File: config.mk
export PLATFORM = sky130hd
export DESIGN_NAME = heat_node_writeback_flat
export DESIGN_NICKNAME = d
export VERILOG_FILES = /design/src/rtl/heat_node_writeback_if.sv /design/src/rtl/heat_node_writeback.sv /design/src/flat_wrapper.sv
export SDC_FILE = /design/constraint.sdc
export NUM_CORES = 1
export LEC_CHECK = 0
export CORE_ASPECT_RATIO = 1.1
export CORE_MARGIN = 1.5
export CORE_UTILIZATION = 61
export DETAILED_ROUTE_END_ITERATION = 6
export PLACE_DENSITY = 0.8
export SETUP_SLACK_MARGIN = 0.05
export SYNTH_ARGS = -nofsm -noshare
export SYNTH_HDL_FRONTEND = slang
export SYNTH_SLANG_ARGS = --single-unit
File: constraint.sdc
create_clock -name clk -period 30.7 [get_ports clk]
set_clock_uncertainty 0.2 [all_clocks]
set_input_delay 4.605 -clock clk [delete_from_list [all_inputs] [get_ports clk]]
set_output_delay 4.605 -clock clk [all_outputs]
set_load 0.01 [all_outputs]
File: src/rtl/heat_node_writeback_if.sv
// -----------------------------------------------------------------------------
// heat_node_writeback_if
// Result stream from the stencil arithmetic into the writeback stage.
//   in_valid  : producer has an updated node value
//   in_ready  : writeback stage accepts this cycle
//   in_data   : float32 updated node value
//   in_idx    : node index of in_data
// master = stencil pipeline (producer), slave = writeback stage (consumer).
// -----------------------------------------------------------------------------
interface heat_node_writeback_if #(
  parameter int IDX_W = 4
);
  logic             in_valid;
  logic             in_ready;
  logic [31:0]      in_data;
  logic [IDX_W-1:0] in_idx;

  modport master (output in_valid, output in_data, output in_idx, input in_ready);
  modport slave  (input in_valid, input in_data, input in_idx, output in_ready);
endinterface

File: src/rtl/heat_node_writeback.sv
// -----------------------------------------------------------------------------
// heat_node_writeback
// Last stage of the 1-D explicit heat-equation stencil pipeline. Updated
// interior node values are written into the shadow half of a double-buffered
// node array. Once every interior node of a sweep has been written, the banks
// swap and the new time step becomes visible on the registered read port.
//
// Ports:
//   clk, rst   : clock, asynchronous active-high reset
//   in_bus     : slave side of the result stream (valid/ready/data/idx)
//   rd_idx     : committed-array read address
//   rd_data    : committed node value, one cycle after rd_idx (0 if out of range)
//   step_done  : one-cycle pulse while a time step commits
//   step_cnt   : number of committed time steps (wraps at 2^16)
//   halted     : MAX_STEPS time steps have been committed
//   err        : sticky, an illegal node index was accepted
//   sw, led    : LED debug view, upper (sw=1) or lower (sw=0) half of rd_data
// -----------------------------------------------------------------------------
module heat_node_writeback #(
  parameter int          N_NODES   = 10,
  parameter int          IDX_W     = 4,
  parameter logic [31:0] INIT_VAL  = 32'h3E4CCCCD,
  parameter logic [31:0] BOUND_VAL = 32'h3F800000,
  parameter logic [15:0] MAX_STEPS = 16'd0
) (
  input  logic                  clk,
  input  logic                  rst,
  heat_node_writeback_if.slave  in_bus,
  input  logic [IDX_W-1:0]      rd_idx,
  output logic [31:0]           rd_data,
  output logic                  step_done,
  output logic [15:0]           step_cnt,
  output logic                  halted,
  output logic                  err,
  input  logic                  sw,
  output logic [15:0]           led
);

  typedef enum logic [1:0] {
    COLLECT,
    SWAP,
    HALT
  } state_t;

  // Mask bits that must all be set before a sweep is complete: every node
  // except the two fixed boundary nodes.
  localparam logic [N_NODES-1:0] INTERIOR_MASK = {1'b0, {(N_NODES-2){1'b1}}, 1'b0};

  state_t state;
  state_t state_next;

  logic [31:0]        banks [2][N_NODES];
  logic               sel;
  logic               shadow;
  logic [N_NODES-1:0] mask;
  logic [N_NODES-1:0] set_bit;
  logic [N_NODES-1:0] wr_mask;
  logic [31:0]        wr_idx_ext;
  logic               accept;
  logic               idx_legal;
  logic               legal_wr;
  logic               illegal_wr;
  logic               sweep_complete;
  logic               halt_now;
  logic               rd_in_range;

  // Write-side decode. The shadow bank is the one not currently being served,
  // so writes and reads never touch the same bank.
  always_comb begin
    shadow         = ~sel;
    accept         = in_bus.in_valid & in_bus.in_ready;
    wr_idx_ext     = 32'(in_bus.in_idx);
    idx_legal      = (wr_idx_ext >= 32'd1) && (wr_idx_ext <= 32'(N_NODES - 2));
    legal_wr       = accept & idx_legal;
    illegal_wr     = accept & ~idx_legal;
    set_bit        = {{(N_NODES-1){1'b0}}, 1'b1} << in_bus.in_idx;
    wr_mask        = legal_wr ? (mask | set_bit) : mask;
    // A duplicate index leaves the mask unchanged, so completion is decided
    // by the set of distinct interior nodes written, not by the beat count.
    sweep_complete = legal_wr && ((wr_mask & INTERIOR_MASK) == INTERIOR_MASK);
    halt_now       = (MAX_STEPS != 16'd0) && ((step_cnt + 16'd1) == MAX_STEPS);
    rd_in_range    = 32'(rd_idx) < 32'(N_NODES);
  end

  // FSM state register.
  always_ff @(posedge clk or posedge rst) begin
    if (rst) begin
      state <= COLLECT;
    end else begin
      state <= state_next;
    end
  end

  // FSM next-state logic. SWAP always lasts a single cycle; the halt decision
  // looks at the count the commit is about to produce.
  always_comb begin
    state_next = state;
    unique case (state)
      COLLECT: if (sweep_complete) state_next = SWAP;
      SWAP:    state_next = halt_now ? HALT : COLLECT;
      HALT:    state_next = HALT;
      default: state_next = COLLECT;
    endcase
  end

  // FSM outputs.
  always_comb begin
    in_bus.in_ready = 1'b0;
    step_done       = 1'b0;
    halted          = 1'b0;
    unique case (state)
      COLLECT: in_bus.in_ready = 1'b1;
      SWAP:    step_done       = 1'b1;
      HALT:    halted          = 1'b1;
      default: ;
    endcase
  end

  // Node banks, bookkeeping and read port. Boundary entries are only ever
  // loaded by reset. At the end of SWAP the bank select flips; no copy into
  // the new shadow bank is needed because the next complete sweep rewrites
  // every interior node. The read samples the bank select before the flip,
  // so a read in the SWAP cycle still returns the old time step.
  always_ff @(posedge clk or posedge rst) begin
    if (rst) begin
      for (int b = 0; b < 2; b++) begin
        for (int n = 0; n < N_NODES; n++) begin
          banks[b][n] <= ((n == 0) || (n == N_NODES - 1)) ? BOUND_VAL : INIT_VAL;
        end
      end
      sel      <= 1'b0;
      mask     <= '0;
      step_cnt <= '0;
      err      <= 1'b0;
      rd_data  <= '0;
    end else begin
      if (legal_wr) begin
        banks[shadow][in_bus.in_idx] <= in_bus.in_data;
        mask                         <= wr_mask;
      end
      if (illegal_wr) begin
        err <= 1'b1;
      end
      if (state == SWAP) begin
        sel      <= ~sel;
        mask     <= '0;
        step_cnt <= step_cnt + 16'd1;
      end
      rd_data <= rd_in_range ? banks[sel][rd_idx] : '0;
    end
  end

  // LED debug view of the registered read data.
  assign led = sw ? rd_data[31:16] : rd_data[15:0];

endmodule

File: src/flat_wrapper.sv
// flat-port wrapper written by rule: the top's interface ports become plain ports
module heat_node_writeback_flat 
#(
  parameter int          N_NODES   = 10,
  parameter int          IDX_W     = 4,
  parameter logic [31:0] INIT_VAL  = 32'h3E4CCCCD,
  parameter logic [31:0] BOUND_VAL = 32'h3F800000,
  parameter logic [15:0] MAX_STEPS = 16'd0
)
  (clk, rst, rd_idx, rd_data, step_done, step_cnt, halted, err, sw, led, in_bus_in_valid, in_bus_in_data, in_bus_in_idx, in_bus_in_ready);
  heat_node_writeback_if #(.IDX_W(IDX_W)) in_bus_i ();
  input  logic clk;
  input  logic rst;
  input  logic [IDX_W-1:0] rd_idx;
  output logic [31:0] rd_data;
  output logic step_done;
  output logic [15:0] step_cnt;
  output logic halted;
  output logic err;
  input  logic sw;
  output logic [15:0] led;
  input wire logic [$bits(in_bus_i.in_valid)-1:0] in_bus_in_valid;
  input wire logic [$bits(in_bus_i.in_data)-1:0] in_bus_in_data;
  input wire logic [$bits(in_bus_i.in_idx)-1:0] in_bus_in_idx;
  output wire logic [$bits(in_bus_i.in_ready)-1:0] in_bus_in_ready;
  assign in_bus_i.in_valid = in_bus_in_valid;
  assign in_bus_i.in_data = in_bus_in_data;
  assign in_bus_i.in_idx = in_bus_in_idx;
  assign in_bus_in_ready = in_bus_i.in_ready;
  heat_node_writeback #(.N_NODES(N_NODES), .IDX_W(IDX_W), .INIT_VAL(INIT_VAL), .BOUND_VAL(BOUND_VAL), .MAX_STEPS(MAX_STEPS)) u_core (.clk(clk), .rst(rst), .in_bus(in_bus_i), .rd_idx(rd_idx), .rd_data(rd_data), .step_done(step_done), .step_cnt(step_cnt), .halted(halted), .err(err), .sw(sw), .led(led));
endmodule
==> metrics.txt <==
# TYPE chip_impl_metric gauge
chip_impl_info{name="worstReg2RegStart",value="u_core.sel$_DFFE_PP0P_"} 1
chip_impl_metric{name="tightestPinTransition",unit="ps"} 1158
chip_impl_metric{name="total_routing_usage_reported_by_global_routing",unit=""} 0.2798
chip_impl_metric{name="drt_first_iter_violations",unit=""} 1045
chip_impl_metric{name="synthesis.instances",unit=""} 2043
chip_impl_metric{name="critical_path.n_buffers_inverters",unit=""} 2
chip_impl_metric{name="final.hold.worst_slack",unit="ps"} 164.0
chip_impl_metric{name="placedInstanceArea",unit="sq um"} 31670
chip_impl_metric{name="critPathArrivalTime",unit="ps"} 6670
chip_impl_metric{name="postSynthNetCount",unit=""} 2088
chip_impl_metric{name="depth_of_the_most_critical_reg_to_reg_path",unit=""} 3
chip_impl_metric{name="post-route-cell-area",unit="sq um"} 34130
chip_impl_info{name="critPathSlowestCell",value="clkdlybuf4s50_1"} 1
chip_impl_metric{name="initial_util",unit=""} 0.6142
chip_impl_metric{name="vdd.ir_drop.worst",unit="mV"} 0.05958
chip_impl_metric{name="maxSlewHeadroom",unit=""} 0.2280
chip_impl_info{name="clock_tree_from_tritoncts",value="yes"} 1
chip_impl_metric{name="post-route-min-period",unit="ps"} 11480
chip_impl_metric{name="synth-edff-count",unit=""} 0
chip_impl_metric{name="grt_pass1_wl",unit="mm"} 108.6
chip_impl_metric{name="min_delay_path_depth",unit=""} 0
chip_impl_metric{name="synth.yosys.seq_area_share",unit=""} 0.5834
chip_impl_info{name="critical_path.endpoint_type",value="output port"} 1
chip_impl_info{name="status",value="finished clean"} 1
chip_impl_metric{name="setup_viol",unit=""} 0
chip_impl_metric{name="cts_repair_resize_count",unit=""} 0
chip_impl_info{name="cts-root-buf",value="clkbuf_16"} 1
chip_impl_metric{name="numPortBuffers",unit=""} 111
chip_impl_info{name="worst_hold_startpoint",value="u_core.banks[635]$_DFFE_PP1P_"} 1
chip_impl_metric{name="initial_antenna_violation_count",unit=""} 9
chip_impl_metric{name="count_of_unresolved_drc_violations_after_routing",unit=""} 0
chip_impl_metric{name="average_footprint_of_a_synthesized_cell",unit="sq um"} 15.01
chip_impl_metric{name="globalplace.congestion",unit=""} 0.7674
chip_impl_metric{name="drt-total-wl",unit="mm"} 69.85
chip_impl_metric{name="synth_top_area_share",unit=""} 0.3264
chip_impl_metric{name="rows",unit=""} 86
chip_impl_metric{name="clock_tree.buffer_depth",unit=""} 3
chip_impl_metric{name="max-cap-violations",unit=""} 0
chip_impl_info{name="synth_ff_type",value="dfrtp_1"} 1
chip_impl_info{name="hold_path.class",value="register to register"} 1
chip_impl_metric{name="clkSlewWorstSetupHoldPaths",unit="ps"} 60
chip_impl_metric{name="critPathMaxStageDelay",unit="ps"} 1130
chip_impl_info{name="critical_path_class",value="primary input to output port"} 1
chip_impl_metric{name="postCtsSetupBuffers",unit=""} 0
chip_impl_info{name="reg2reg_to",value="u_core.banks[101]$_DFFE_PP0P_"} 1
chip_impl_metric{name="synth_area",unit="sq um"} 30670
chip_impl_metric{name="share_of_post_route_cells_with_drive_strength_above_1",unit=""} 0.5344
chip_impl_info{name="cp_cell_sequence",value="clkdlybuf4s50_1 -> mux2_2 -> clkdlybuf4s50_1"} 1
chip_impl_info{name="rsz0062_at_grt",value="false"} 1
chip_impl_metric{name="worst-endpoint-required",unit="ps"} 25900
chip_impl_metric{name="cts_sinks",unit=""} 700
chip_impl_metric{name="grt-ovfl-total",unit=""} 0
chip_impl_metric{name="max_freq",unit="MHz"} 87.12
chip_impl_metric{name="setup_tns",unit="ps"} 0
chip_impl_metric{name="slew_violations",unit=""} 0
chip_impl_metric{name="areaGrowthSynthToFinish",unit="%"} 11.30
chip_impl_metric{name="synth.yosys.warnings",unit=""} 0
chip_impl_metric{name="ys_async_rst_share",unit=""} 1.000
chip_impl_metric{name="cts_hold_buffers",unit=""} 0
chip_impl_metric{name="drt-pass1-iter-count",unit=""} 5
chip_impl_metric{name="design.portCount",unit=""} 112
chip_impl_metric{name="hold_violations",unit=""} 0
chip_impl_info{name="worst_setup_path_start_kind",value="primary input"} 1
chip_impl_metric{name="core_area",unit="sq um"} 49930
chip_impl_info{name="cpMostUsedCell",value="clkdlybuf4s50_1"} 1
chip_impl_metric{name="r2r_slack",unit="ps"} 27290
chip_impl_metric{name="dieArea",unit="sq um"} 51630
chip_impl_info{name="hold_path_end",value="u_core.banks[635]$_DFFE_PP1P_"} 1
chip_impl_metric{name="p_leak",unit="uW"} 0.01470
chip_impl_metric{name="dp.final_hpwl",unit="mm"} 39.34
chip_impl_metric{name="chipWidth",unit="um"} 216.8
chip_impl_metric{name="gr-usage-met2",unit=""} 0.4502
chip_impl_info{name="globalRoute.busiestLayer",value="met2"} 1
chip_impl_metric{name="finalNetCount",unit=""} 2018
chip_impl_metric{name="number_of_vias_per_cell_after_detailed_routing",unit=""} 6.217
chip_impl_metric{name="largest_net_degree_at_the_start_of_global_routing",unit=""} 181
chip_impl_metric{name="final.period_utilization",unit=""} 0.3739
chip_impl_metric{name="synth.distinct_cells",unit=""} 43
chip_impl_metric{name="global_route_track_usage_on_met1",unit=""} 0.3916
chip_impl_metric{name="final.fill_count",unit=""} 3335
chip_impl_info{name="synthDominantAreaCellType",value="dfrtp_1"} 1
chip_impl_metric{name="finalPower",unit="uW"} 2608
chip_impl_metric{name="critical_path_fanouts_max",unit=""} 16
chip_impl_metric{name="grt_pass1_vias",unit=""} 17895
chip_impl_metric{name="worstSkewPairLatency",unit="ps"} 590
chip_impl_info{name="synth.top_cells.by_area",value="dfrtp_1 (33%), dfstp_2 (26%), mux2_2 (19%)"} 1
chip_impl_metric{name="routing_usage_on_met3",unit=""} 0.05022
chip_impl_metric{name="power_density",unit="nW/um^2"} 76.40
chip_impl_metric{name="route.vias.total",unit=""} 16767
chip_impl_metric{name="vertical_die_dimension",unit="um"} 238.2
chip_impl_metric{name="detail-route-antenna-nets",unit=""} 0
chip_impl_metric{name="cts_htree_levels",unit=""} 3
chip_impl_metric{name="ys_ff_latch",unit=""} 700
chip_impl_metric{name="number_of_cts_inserted_buffers",unit=""} 71
chip_impl_metric{name="wl_per_instance",unit="um"} 25.90
chip_impl_info{name="cell_family_contributing_the_most_delay_on_the_critical_path",value="buffers and inverters"} 1
[flip-flops by register name, summed over array words and instances (netlist names)]
| signal | flops |
|---|---|
| u_core.rd_data | 32 |
| u_core.state | 2 |
| u_core.mask | 8 |
| u_core.step_cnt | 16 |
| u_core.banks | 640 |
| u_core.err | 1 |
| u_core.sel | 1 |
[power breakdown]
part	switching, uW	internal [uW]
sequential	97.6	1140
clock	357	542
combinational	205	262
total	659	1950
[synthesized netlist by cell type (all sizes together), types with 4 or more instances]
cell type and instances:
dfrtp 400, nor2 16, mux4 96, dfstp 300, nand4 7, a21oi 5, o211ai 32, nor2b 10
a22oi 65, nand3 42, mux2i 161, mux2 530, nand2 46, and2 5, buf 80, xnor2 13
nand3b 4, clkbuf 206, xor2 4
[cell type report]
class,count,area (sq um),share of cell area
Inverter,3,18.77,0.0005498
Clock buffer,107,2137,0.06261
Sequential cell,700,17900,0.5243
Antenna cell,5,12.51,0.0003666
Tap cell,660,825.8,0.02419
Clock inverter,25,314.1,0.009201
Multi-Input combinational cell,1054,11560,0.3386
Timing Repair Buffer,143,1373,0.04021
[cell usage in the layout, fill, tap and decap left out, types with 18 or more instances in the layout]
master	n
o211ai_1	32
nand3_1	38
clkbuf_1	18
dfrtp_1	399
mux4_2	96
dfstp_2	300
buf_4	30
clkbuf_16	75
a22oi_1	65
nand2_1	44
clkdlybuf4s50_1	109
mux2_2	516
mux2i_1	161
[layer usage]
layer | part of all wire | vias to the layer above | wire, um
li1 | - | 7147 | -
met1 | 0.44 | 9111 | 30560
met2 | 0.49 | 373 | 34040
met3 | 0.048 | 128 | 3361
met4 | 0.026 | 8 | 1837
met5 | 0.00072 | - | 50
[through the flow]
step	setup WS [ps]	util	cells
floorplan	6761	-	2043
global placement	19330	0.6343	2560
detailed placement	19210	0.6343	2560
CTS	19210	0.6834	2692
global route	19160	0.6835	2693
finish	19220	0.6837	2697
[how the worst max path moves through the flow]
stage | slack, ps | to | cells past startpoint | start
2_1_floorplan | 6760 | u_core.banks[0]$_DFFE_PP0P_ | 1 | rst
3_3_place_gp | 19330 | led[7] | 3 | sw
3_5_place_dp | 19210 | led[14] | 3 | sw
4_1_cts | 19210 | led[14] | 3 | sw
5_1_grt | 19160 | led[14] | 3 | sw
6_report | 19220 | led[14] | 3 | sw
[logic make-up after synthesis]
logic type / count (synthesis) / share of synthesized area
multiplexers: 787 / 0.3177
flip-flops: 700 / 0.5834
buffers and inverters: 289 / 0.04247
AND/OR/NAND/NOR: 142 / 0.02542
AO/OA/AOI/OAI: 107 / 0.02578
XOR/XNOR: 17 / 0.004855
adder cells (fa/ha/maj): 1 / 0.0004079
No activity file was read; power rests on OpenSTA's default activity.
